--- src/rtl/car_speed_pkg.sv ---
// Shared types and helpers for the car speed governor.
// The CAR_SPEED_CRUISE_EN build option is consumed by car_speed_governor.sv.
package car_speed_pkg;

   typedef enum logic [1:0] {
      ST_OFF    = 2'b00,
      ST_DRIVE  = 2'b01,
      ST_CRUISE = 2'b10
   } state_t;

   localparam logic [1:0] ENC_OFF    = 2'b00;
   localparam logic [1:0] ENC_DRIVE  = 2'b01;
   localparam logic [1:0] ENC_CRUISE = 2'b10;

   // Counter width for a modulus of n, never narrower than one bit.
   function automatic int clog2_min1(input int n);
      if (n <= 2) return 1;
      return $clog2(n);
   endfunction

endpackage

--- src/rtl/car_speed_ramp_timer.sv ---
// Acceleration ramp timer: emits a one-cycle step every STEP_DELAY enabled cycles.
// Clear has priority over enable; the count restarts from zero after any clear.
module car_speed_ramp_timer
   import car_speed_pkg::*;
#(
   parameter int STEP_DELAY = 1
) (
   input  logic clock,
   input  logic reset_n,
   input  logic enable,
   input  logic clear,
   output logic step
);

   localparam int CNT_W = clog2_min1(STEP_DELAY);
   localparam logic [CNT_W-1:0] TC = CNT_W'(STEP_DELAY - 1);

   logic [CNT_W-1:0] cnt_q;

   assign step = enable && !clear && (cnt_q == TC);

   always_ff @(posedge clock or negedge reset_n) begin
      if (!reset_n) begin
         cnt_q <= '0;
      end else if (clear) begin
         cnt_q <= '0;
      end else if (enable) begin
         if (cnt_q == TC) cnt_q <= '0;
         else             cnt_q <= cnt_q + 1'b1;
      end
   end

endmodule

--- src/rtl/car_speed_governor.sv ---
// Speed governor top: OFF/DRIVE/CRUISE FSM, saturating speed register and flag decode.
// Define CAR_SPEED_CRUISE_EN to build the cruise_set port and the CRUISE hold state.
//
//   state     | meaning
//   ----------+--------------------------------------------------
//   ST_OFF    | ignition off, speed forced to 0
//   ST_DRIVE  | pedals active: brake steps down, accelerate ramps up
//   ST_CRUISE | speed held; only brake (or keys off) exits
module car_speed_governor
   import car_speed_pkg::*;
#(
   parameter int SPEED_W    = 2,
   parameter int MAX_SPEED  = 3,
   parameter int STEP_DELAY = 1
) (
   input  logic               clock,
   input  logic               reset_n,
   input  logic               keys,
   input  logic               brake,
   input  logic               accelerate,
`ifdef CAR_SPEED_CRUISE_EN
   input  logic               cruise_set,
`endif
   output logic [SPEED_W-1:0] speed,
   output logic               at_max,
   output logic               at_stop,
   output logic               cruise_active
);

   localparam logic [SPEED_W-1:0] MAX_S = SPEED_W'(MAX_SPEED);

   state_t             state_q, state_d;
   logic [SPEED_W-1:0] speed_q, speed_d;
   logic [SPEED_W-1:0] speed_inc, speed_dec;
   logic               ramp_en, ramp_clr, ramp_step;

   assign speed_inc = (speed_q == MAX_S) ? speed_q : speed_q + 1'b1;
   assign speed_dec = (speed_q == '0)    ? speed_q : speed_q - 1'b1;

   assign ramp_en  = keys && (state_q == ST_DRIVE) && !brake && accelerate;
   assign ramp_clr = !ramp_en;

   car_speed_ramp_timer #(
      .STEP_DELAY (STEP_DELAY)
   ) u_ramp (
      .clock   (clock),
      .reset_n (reset_n),
      .enable  (ramp_en),
      .clear   (ramp_clr),
      .step    (ramp_step)
   );

   always_ff @(posedge clock or negedge reset_n) begin
      if (!reset_n) begin
         state_q <= ST_OFF;
         speed_q <= '0;
      end else begin
         state_q <= state_d;
         speed_q <= speed_d;
      end
   end

   always_comb begin
      state_d = state_q;
      speed_d = speed_q;
      if (!keys) begin
         state_d = ST_OFF;
         speed_d = '0;
      end else begin
         case (state_q)
            ST_OFF: begin
               state_d = ST_DRIVE;
            end
            ST_DRIVE: begin
               if (brake) begin
                  speed_d = speed_dec;
               end else if (accelerate) begin
                  if (ramp_step) speed_d = speed_inc;
`ifdef CAR_SPEED_CRUISE_EN
               end else if (cruise_set && (speed_q != '0)) begin
                  state_d = ST_CRUISE;
`endif
               end
            end
`ifdef CAR_SPEED_CRUISE_EN
            ST_CRUISE: begin
               if (brake) begin
                  speed_d = speed_dec;
                  state_d = ST_DRIVE;
               end
            end
`endif
            default: begin
               state_d = ST_OFF;
               speed_d = '0;
            end
         endcase
      end
   end

   assign speed   = speed_q;
   assign at_max  = (speed_q == MAX_S);
   assign at_stop = (speed_q == '0);
`ifdef CAR_SPEED_CRUISE_EN
   assign cruise_active = (state_q == ST_CRUISE);
`else
   assign cruise_active = 1'b0;
`endif

endmodule
--- config.mk ---
export PLATFORM = sky130hd
export DESIGN_NAME = car_speed_governor
export DESIGN_NICKNAME = d
export VERILOG_FILES = /design/src/rtl/car_speed_pkg.sv /design/src/rtl/car_speed_ramp_timer.sv /design/src/rtl/car_speed_governor.sv
export SDC_FILE = /design/constraint.sdc
export NUM_CORES = 1
export LEC_CHECK = 0
export ABC_CLOCK_PERIOD_IN_PS = 1950
export BUFFER_PORTS_ARGS = -buffer_cell sky130_fd_sc_hd__buf_4
export CORE_AREA = 2 2 39 41
export CTS_CLUSTER_DIAMETER = 100
export CTS_CLUSTER_SIZE = 40
export DETAILED_ROUTE_END_ITERATION = 7
export DIE_AREA = 0 0 41 43
export PLACE_DENSITY = 0.34
export SLEW_MARGIN = 20
export SYNTH_ARGS = -nofsm -noshare
export SYNTH_HDL_FRONTEND = slang
export SYNTH_SLANG_ARGS = --single-unit
--- constraint.sdc ---
create_clock -name clock -period 1.95 [get_ports clock]
set_input_delay 0 -clock clock [delete_from_list [all_inputs] [get_ports clock]]
set_output_delay 0 -clock clock [all_outputs]
set_load 0.02 [all_outputs]
== Word level (Yosys, flattened, before mapping) ==
Index checks and enable logic that the tools add are counted.

* $lt $le $gt $ge: 0
* Shifts and indexed selects: 0
* Muxes and demuxes: 11
* Multiply operators: 0
* Divide/modulo/power cells: 0
* Reduce and logical (&&, ||, !) cells: 8
* $add $sub $neg: 3
* Bitwise logic cells: 1
* Equality and inequality tests: 8

{| class="wikitable"
|+ Operators with widths
! kind !! number
|-
| $ne 4x4->1 const B || 4
|-
| $mux 2 || 7
|-
| $pmux 2 s2 || 2
|-
| $reduce_and 5->1 || 1
|-
| $logic_and 1x1->1 || 4
|-
| $logic_not 2->1 || 2
|-
| $ne 2x2->1 const B || 2
|-
| $add 2x1->2 const B || 1
|-
| $eq 2x1->1 const B || 1
|-
| $eq 2x2->1 const B || 1
|-
| $mux 1 || 2
|-
| $sub 2x1->2 const B || 1
|-
| $add 1x1->1 const B || 1
|-
| $logic_not 1->1 || 1
|-
| $not 1->1 || 1
|}

* Output and inout port bits: 5
* Word-level logic and storage cells: 34
* Bits in latches: 0
* Input bits: 5
* Bits in registers: 5
* ROM bits: 0
* Memories kept: 0
* Bits in writable memories: 0

== Longest topological paths before layout ==
Gate-level depths: netlist (run 1).

* Depth after elaboration: 10
* Depth in mapped cells: 3
* Gate-level depth less buffers: 3

== Modules after synthesis ==
A second synthesis (run 1) with hierarchy kept.

* Cells, all modules: 22
* Area total of the unflattened synthesis: 198.9 sq um

{| class="wikitable"
|+ By module, submodules not included
! module !! times used !! sequential area each (sq um) !! cells an instance !! area each (sq um)
|-
| car_speed_governor || 1 || 75.1 || 21 || 185.2
|-
| car_speed_ramp_timer || 1 || 0.0 || 1 || 13.8
|}

== Worst setup path after synthesis (run 1) ==
No wires, ideal clock.

* Kind: reg2reg
* Start point: register speed_q[1], in the netlist speed[1]
* End point: register speed_q[0], in the netlist speed[0]
* Setup time: 0.127 ns
* Arrival time: 0.820 ns
* Data required time: 1.823 ns
* Buffers on the path: 0
* Stages on the path, launching flop included: 4
* Slack: 1.004 ns
* Clock period less this slack: 0.946 ns
* Cells stage by stage: dfrtp_1 nor2b_1 o21ai_1 nor3_2

* Word-level cells in the longest chain between the ends: 3
* Elaborated cells between the ends (all ways): 5
* Those cells by class: eq/ne: 3; reduce/logical: 2

{| class="wikitable"
|+ RTL lines
! what !! line !! source
|-
| start, declared || car_speed_governor.sv:33 || <nowiki>logic [SPEED_W-1:0] speed_q, speed_d;</nowiki>
|-
| start signal, assigned || car_speed_governor.sv:59 || <nowiki>speed_q <= speed_d;</nowiki>
|-
| $eq 2x2->1 / $logic_not 2->1 (equally long branches) || car_speed_governor.sv:37, car_speed_governor.sv:38 ||
|-
| $ne 4x4->1 (no line) || - ||
|-
| $reduce_and 5->1 (no line) * || - ||
|}

Every way passes the cells marked *; elsewhere a longest branch is shown, timed or not.
A chain may end at the register's enable or synchronous reset.

== Worst setup path in the final report (run 1) ==
* Start point: register speed_q[0], in the netlist speed[0]
* End point: output port at_max

* Word-level cells in the longest chain between the ends: 1

{| class="wikitable"
|+ RTL lines
! what !! line !! source
|-
| $eq 2x2->1 || car_speed_governor.sv:102 || <nowiki>assign at_max = (speed_q == MAX_S);</nowiki>
|-
| end, declared || car_speed_governor.sv:25 || <nowiki>output logic at_max,</nowiki>
|}

Every way passes these cells.

==> results of run 1 <==
==> per-stage QoR <==
step	area [um^2]	setup slack [ps]	util, %
5_1_grt	283	851	20.4
2_1_floorplan	168	1000	-
4_1_cts	283	904	20.4
6_report	283	912	20.4
3_3_place_gp	236	1060	17.1
3_5_place_dp	236	1010	17.1
==> power breakdown <==
part / internal (mW) / switching, mW
sequential: 0.0653 / 0.00460
combinational: 0.0159 / 0.0156
clock: 0.0766 / 0.0311
==> synth_stat cells <==
| cell type | n |
|---|---|
| a31oi_1 | 1 |
| and2_2 | 1 |
| buf_4 | 1 |
| clkbuf_1 | 1 |
| conb_1 | 1 |
| dfrtp_1 | 3 |
| inv_1 | 1 |
| nand2_1 | 1 |
| nand4b_1 | 1 |
| nor2_1 | 2 |
| nor2b_1 | 1 |
| nor3_1 | 1 |
| nor3_2 | 1 |
| o21ai_1 | 2 |
| o221ai_1 | 1 |
==> layout make-up <==
type	count	area, um^2	area share, %
Sequential cell	3	75.1	26.5
Clock buffer	4	26.3	9.29
Inverter	1	3.75	1.33
Multi-Input combinational cell	13	77.6	27.4
Timing Repair Buffer	10	80.1	28.3
Tap cell	16	20.0	7.08
==> cell families (layout without fill, tap and decap cells) <==
kind of cell,after synthesis,after routing,synth area share (%)
AO/OA/AOI/OAI,4,4,14.9
buffers and inverters,3,15,8.95
flip-flops,3,3,44.8
AND/OR/NAND/NOR,8,8,29.1
other,1,1,2.24
==> state kept, by name, summed over array words and instances, names as in the netlist <==
name     cells
speed        2
state_q      1
==> critical path, cell delays in order (launching register included) <==
cell     delay, ps
dfrtp_1        450
and2_2         200
buf_4          150
==> worst paths after layout <==
| check | startpoint | to | slack (ps) | cells past startpoint |
|---|---|---|---|---|
| hold reg to reg | state_q[0] | speed[1] | 640 | 2 |
| setup / recovery | speed[0] | at_max | 910 | 2 |
| setup reg to reg | speed[0] | speed[0] | 1010 | 2 |
| hold / removal | reset_n | state_q[0] | 90 | 2 |
| min in group clock | accelerate | speed[1] | 100 | 3 |
| max in group asynchronous | reset_n | speed[1] | 1760 | 2 |
==> layer usage <==
layer	routed length, um	share of wire, %
met1	185	42
met2	191	44
met3	61	14
met4	0	0
met5	0	0
==> repair_timing <==
| action | in CTS | in global routing |
|---|---|---|
| endpoints found under the hold margin | 4 | 0 |
| setup endpoints to repair | 0 | 0 |
| hold buffers | 2 | 0 |
| resized for setup | 0 | 0 |
==> reports/results.ini, run 1 <==
[yosys]
yosysSeqAreaShare_pct = 44.8
synth_top_area_share_pct = 44.8
yosysWarnings = 0
synth_area_leaders = dfrtp_1 (45%), nor3_2 (6.0%), o21ai_1 (6.0%)
synth_seq_cells = 3
syn_inst = 19
yosysTopAreaCell = dfrtp_1
avgSynthCellArea_um2 = 8.82
synth_nets = 24
syn-cell-area_um2 = 168
ys_types = 15

[sta]
hold_viol = 0
rsz0062_at_grt = no
finalHoldWorstSlack_ps = 93.1
final_max_slew_viol_count = 0
clock-skew-final_ps = 1.62
finalSetupTns_ps = 0
clock.fmax_mhz = 964
period_share_pct = 53.2
period_needed_ps = 1040
finalSetupViolCount = 0

[floorplan]
core_region_area_um2 = 1380
dieHeight_um = 43
num_io_pins = 10
fp-row-count = 14
die_w_um = 41
die-area_um2 = 1760
initial_core_util_pct = 12.1

[outcome]
status = finished clean

[placement]
port_buffers = 8
hpwl_um = 337
place_congestion = 0.607
placed_cells = 41

[grt]
antenna_found_initial = 0
use_met2_pct = 8.44
globalRouteMet1Util_pct = 6.13
grt_pass1_wl_um = 683
grt_max_degree = 10
track_usage_pct = 6.43
first_global_vias = 168
top_usage_layer = met2
use_met3_pct = 4.71
grt_overflow = 0

[final_layout]
final_common_cell = buf_4
drive_gt1_share_pct = 41.9
diodes = 0
area_growth_syn_to_layout_pct = 68.7
layout_common_cells = buf_4 (8), clkbuf_4 (3), dfrtp_1 (3)
fillers = 162
fin_nets = 37
stdcell_count = 47

[clock_tree]
cts_setup_buffers = 0
ctsLongestPathBuffers = 2
cts_made_buffers = 3
cts.sinks = 3
clockRootBuffer = clkbuf_4
cts_max_level = 1
path_clk_slew_ps = 40
cts_tree = done
clk-insertion-delay-late_ps = 230

[critical_path]
worst_ep_required_time_ps = 1950
critPathLaunchType = flop
critPathArrivalTime_ps = 1040
endpoint_kind = output pin
path_class = reg2out
crit_fanout = 9

[pwr]
power.density_nw_per_um2 = 740
total_power_mw = 0.209
p_leak_nw = 0.130
vdd_drop_max_uv = 316

[drt]
vias = 187
viasPerCell = 3.98
drt_iter0_markers = 3
totalWireLength_um = 438
drc = 0
ant_nets = 0
drt_first_pass_iters = 4
wl_per_cell_um = 9.32

[run]
maxCapViolCount = 0

[min_path]
worstHoldPathType = in2async

No activity file was read; power rests on OpenSTA's default activity.
==> run 2: changes to the inputs <==
- ABC_AREA: default -> 1
- ABC_CLOCK_PERIOD_IN_PS: 1950 -> 1000
- PLACE_DENSITY: 0.34 -> 0.37
- clock period: 1.95 -> 1 ns (I/O delays scaled with it)
==> reports/results.ini, run 2 <==
[pwr]
p_leak_nw = 0.219
p_seq_share_pct = 28.7
p_sw_share_pct = 29.9
netSwitchingPower_mw = 0.159
power.density_nw_per_um2 = 1390
power_frac_comb_pct = 31.3
p_int_mw = 0.372
vdd_drop_max_uv = 647
clkPwrFrac_pct = 40.0

[drt]
drc = 0
viasPerCell = 3.73
drt_iter0_markers = 0
vias = 235
totalWireLength_um = 506
wl_per_cell_um = 8.03
ant_nets = 0
drt_first_pass_iters = 1

[final_layout]
fillers = 161
diodes = 0
drive_gt1_share_pct = 46.8
final_common_cell = nand2_1
area_growth_syn_to_layout_pct = 91.2
layout_common_cells = nand2_1 (12), buf_4 (7), buf_6 (5)
fin_nets = 53
largest_reg_flops = 2
stdcell_count = 63

[yosys]
synth_nets = 36
yosys_most_used_dff = dfrtp_1
avgSynthCellArea_um2 = 6.42
yosysSeqAreaShare_pct = 37.7
async_reset_ff_share_pct = 100
syn_inst = 31
syn-cell-area_um2 = 199
synthTopCellsByCount = nand2_1 (13), inv_1 (4), dfrtp_1 (3), nand3_1 (3), nor2_1 (2)
synth_seq_cells = 3
yosysWarnings = 0
yosysTopAreaCell = dfrtp_1
synth-edff-count = 0
synth_area_leaders = dfrtp_1 (38%), nand2_1 (25%), nand3_1 (7.5%)
ys_types = 11
synthMostInstantiatedCell = nand2_1
synth_top_area_share_pct = 37.7

[clock_tree]
cts_max_level = 1
cts_made_buffers = 3
cts_setup_buffers = 0
cts_tree = done
clk-insertion-delay-late_ps = 230
cts.sinks = 3
ctsLongestPathBuffers = 2
clockRootBuffer = clkbuf_4
path_clk_slew_ps = 40

[floorplan]
dieHeight_um = 43
initial_core_util_pct = 14.4
num_io_pins = 10
die-area_um2 = 1760
die_w_um = 41
fp-row-count = 14
core_region_area_um2 = 1380

[sta]
clock.fmax_mhz = 983
hold_viol = 0
final_max_slew_viol_count = 0
clock-skew-final_ps = 2.36
rsz0062_at_grt = yes
finalSetupTns_ps = -24.3
final.setup.worst_slack_ps = -17.3
finalHoldWorstSlack_ps = 98.6
finalSetupViolCount = 4
period_share_pct = 102
period_needed_ps = 1020

[critical_path]
worst_ep_required_time_ps = 1110
crit_fanout = 4
critPathLaunchType = flop
path_class = reg2reg
endpoint_kind = flop
critPathArrivalTime_ps = 1130

[grt]
first_global_vias = 217
grt_pass1_wl_um = 765
track_usage_pct = 6.95
grt_max_degree = 7
grt_overflow = 0
use_met3_pct = 0
use_met2_pct = 10.9
antenna_found_initial = 0
globalRouteMet1Util_pct = 7.14
top_usage_layer = met2

[run]
maxCapViolCount = 0

[outcome]
violations = negative setup slack
status = complete, but fails checks

[min_path]
worstHoldPathType = in2async

[placement]
hpwl_um = 380
placed_cells = 57
place_congestion = 0.639
port_buffers = 8

-- run 2: path summary, 6_finish.rpt --
| check | depth (start not counted) | to | slack (ps) | start |
|---|---|---|---|---|
| min in group clock | 5 | speed[0] | 170 | brake |
| worst max register to register | 6 | speed[1] | -20 | speed[0] |
| max in group asynchronous | 2 | speed[1] | 800 | reset_n |
| worst min register to register | 3 | speed[0] | 640 | state_q[0] |
| worst min-delay path | 2 | state_q[0] | 100 | reset_n |
| worst max-delay path | 6 | speed[1] | -20 | speed[0] |
-- run 2: kinds of logic after synthesis --
group | share of synthesized area (%)
buffers and inverters | 13.2
flip-flops | 37.7
AND/OR/NAND/NOR | 47.2
other | 1.88
-- run 2: power by group through the flow --
stage	clock network [mW]	logic, mW	registers (mW)
floorplan	0	0.0657	0.159
global placement	0	0.146	0.149
detailed placement	0	0.145	0.149
CTS	0.225	0.166	0.152
global route	0.229	0.186	0.154
finish	0.212	0.166	0.152
-- run 2: per-layer routing --
layer | part of all wire [%] | up-vias | wire (um)
met3 | 3.0 | 0 | 15
met4 | 0 | 0 | 0
met1 | 38 | 104 | 192
met2 | 59 | 7 | 298
met5 | 0 | - | 0
li1 | - | 124 | -
-- run 2: repair_timing --
| item | in CTS | in global routing |
|---|---|---|
| endpoints found under the hold margin | 4 | 0 |
| setup endpoints to repair | 4 | 5 |
| gates cloned | 0 | 0 |
| resized for setup | 7 | 1 |
| hold buffers | 2 | 0 |
| pin swaps | 5 | 0 |
-- run 2: cell type report --
| cell class | instances | area (um^2) | area share (%) |
|---|---|---|---|
| Inverter | 4 | 15.0 | 3.95 |
| Sequential cell | 3 | 77.6 | 20.4 |
| Timing Repair Buffer | 14 | 129 | 33.9 |
| Clock buffer | 4 | 26.3 | 6.91 |
| Multi-Input combinational cell | 22 | 113 | 29.6 |
| Tap cell | 16 | 20.0 | 5.26 |
-- run 2: critical path, cell delays in order, from the launching register on --
cell	delay [ps]
dfrtp_2	440
nor2_4	130
nand2_1	70
nand3_2	90
nand2_2	60
nand2_1	60
nand2_1	50
-- run 2: per-stage QoR --
stage	setup slack, ps	power, mW	area [um^2]	util [%]
floorplan	-71.3	0.224	209	-
global placement	-75.2	0.296	308	22.2
detailed placement	-76.4	0.295	308	22.2
CTS	-18.4	0.542	377	27.2
global route	-114	0.569	380	27.5
finish	-17.3	0.530	380	27.5
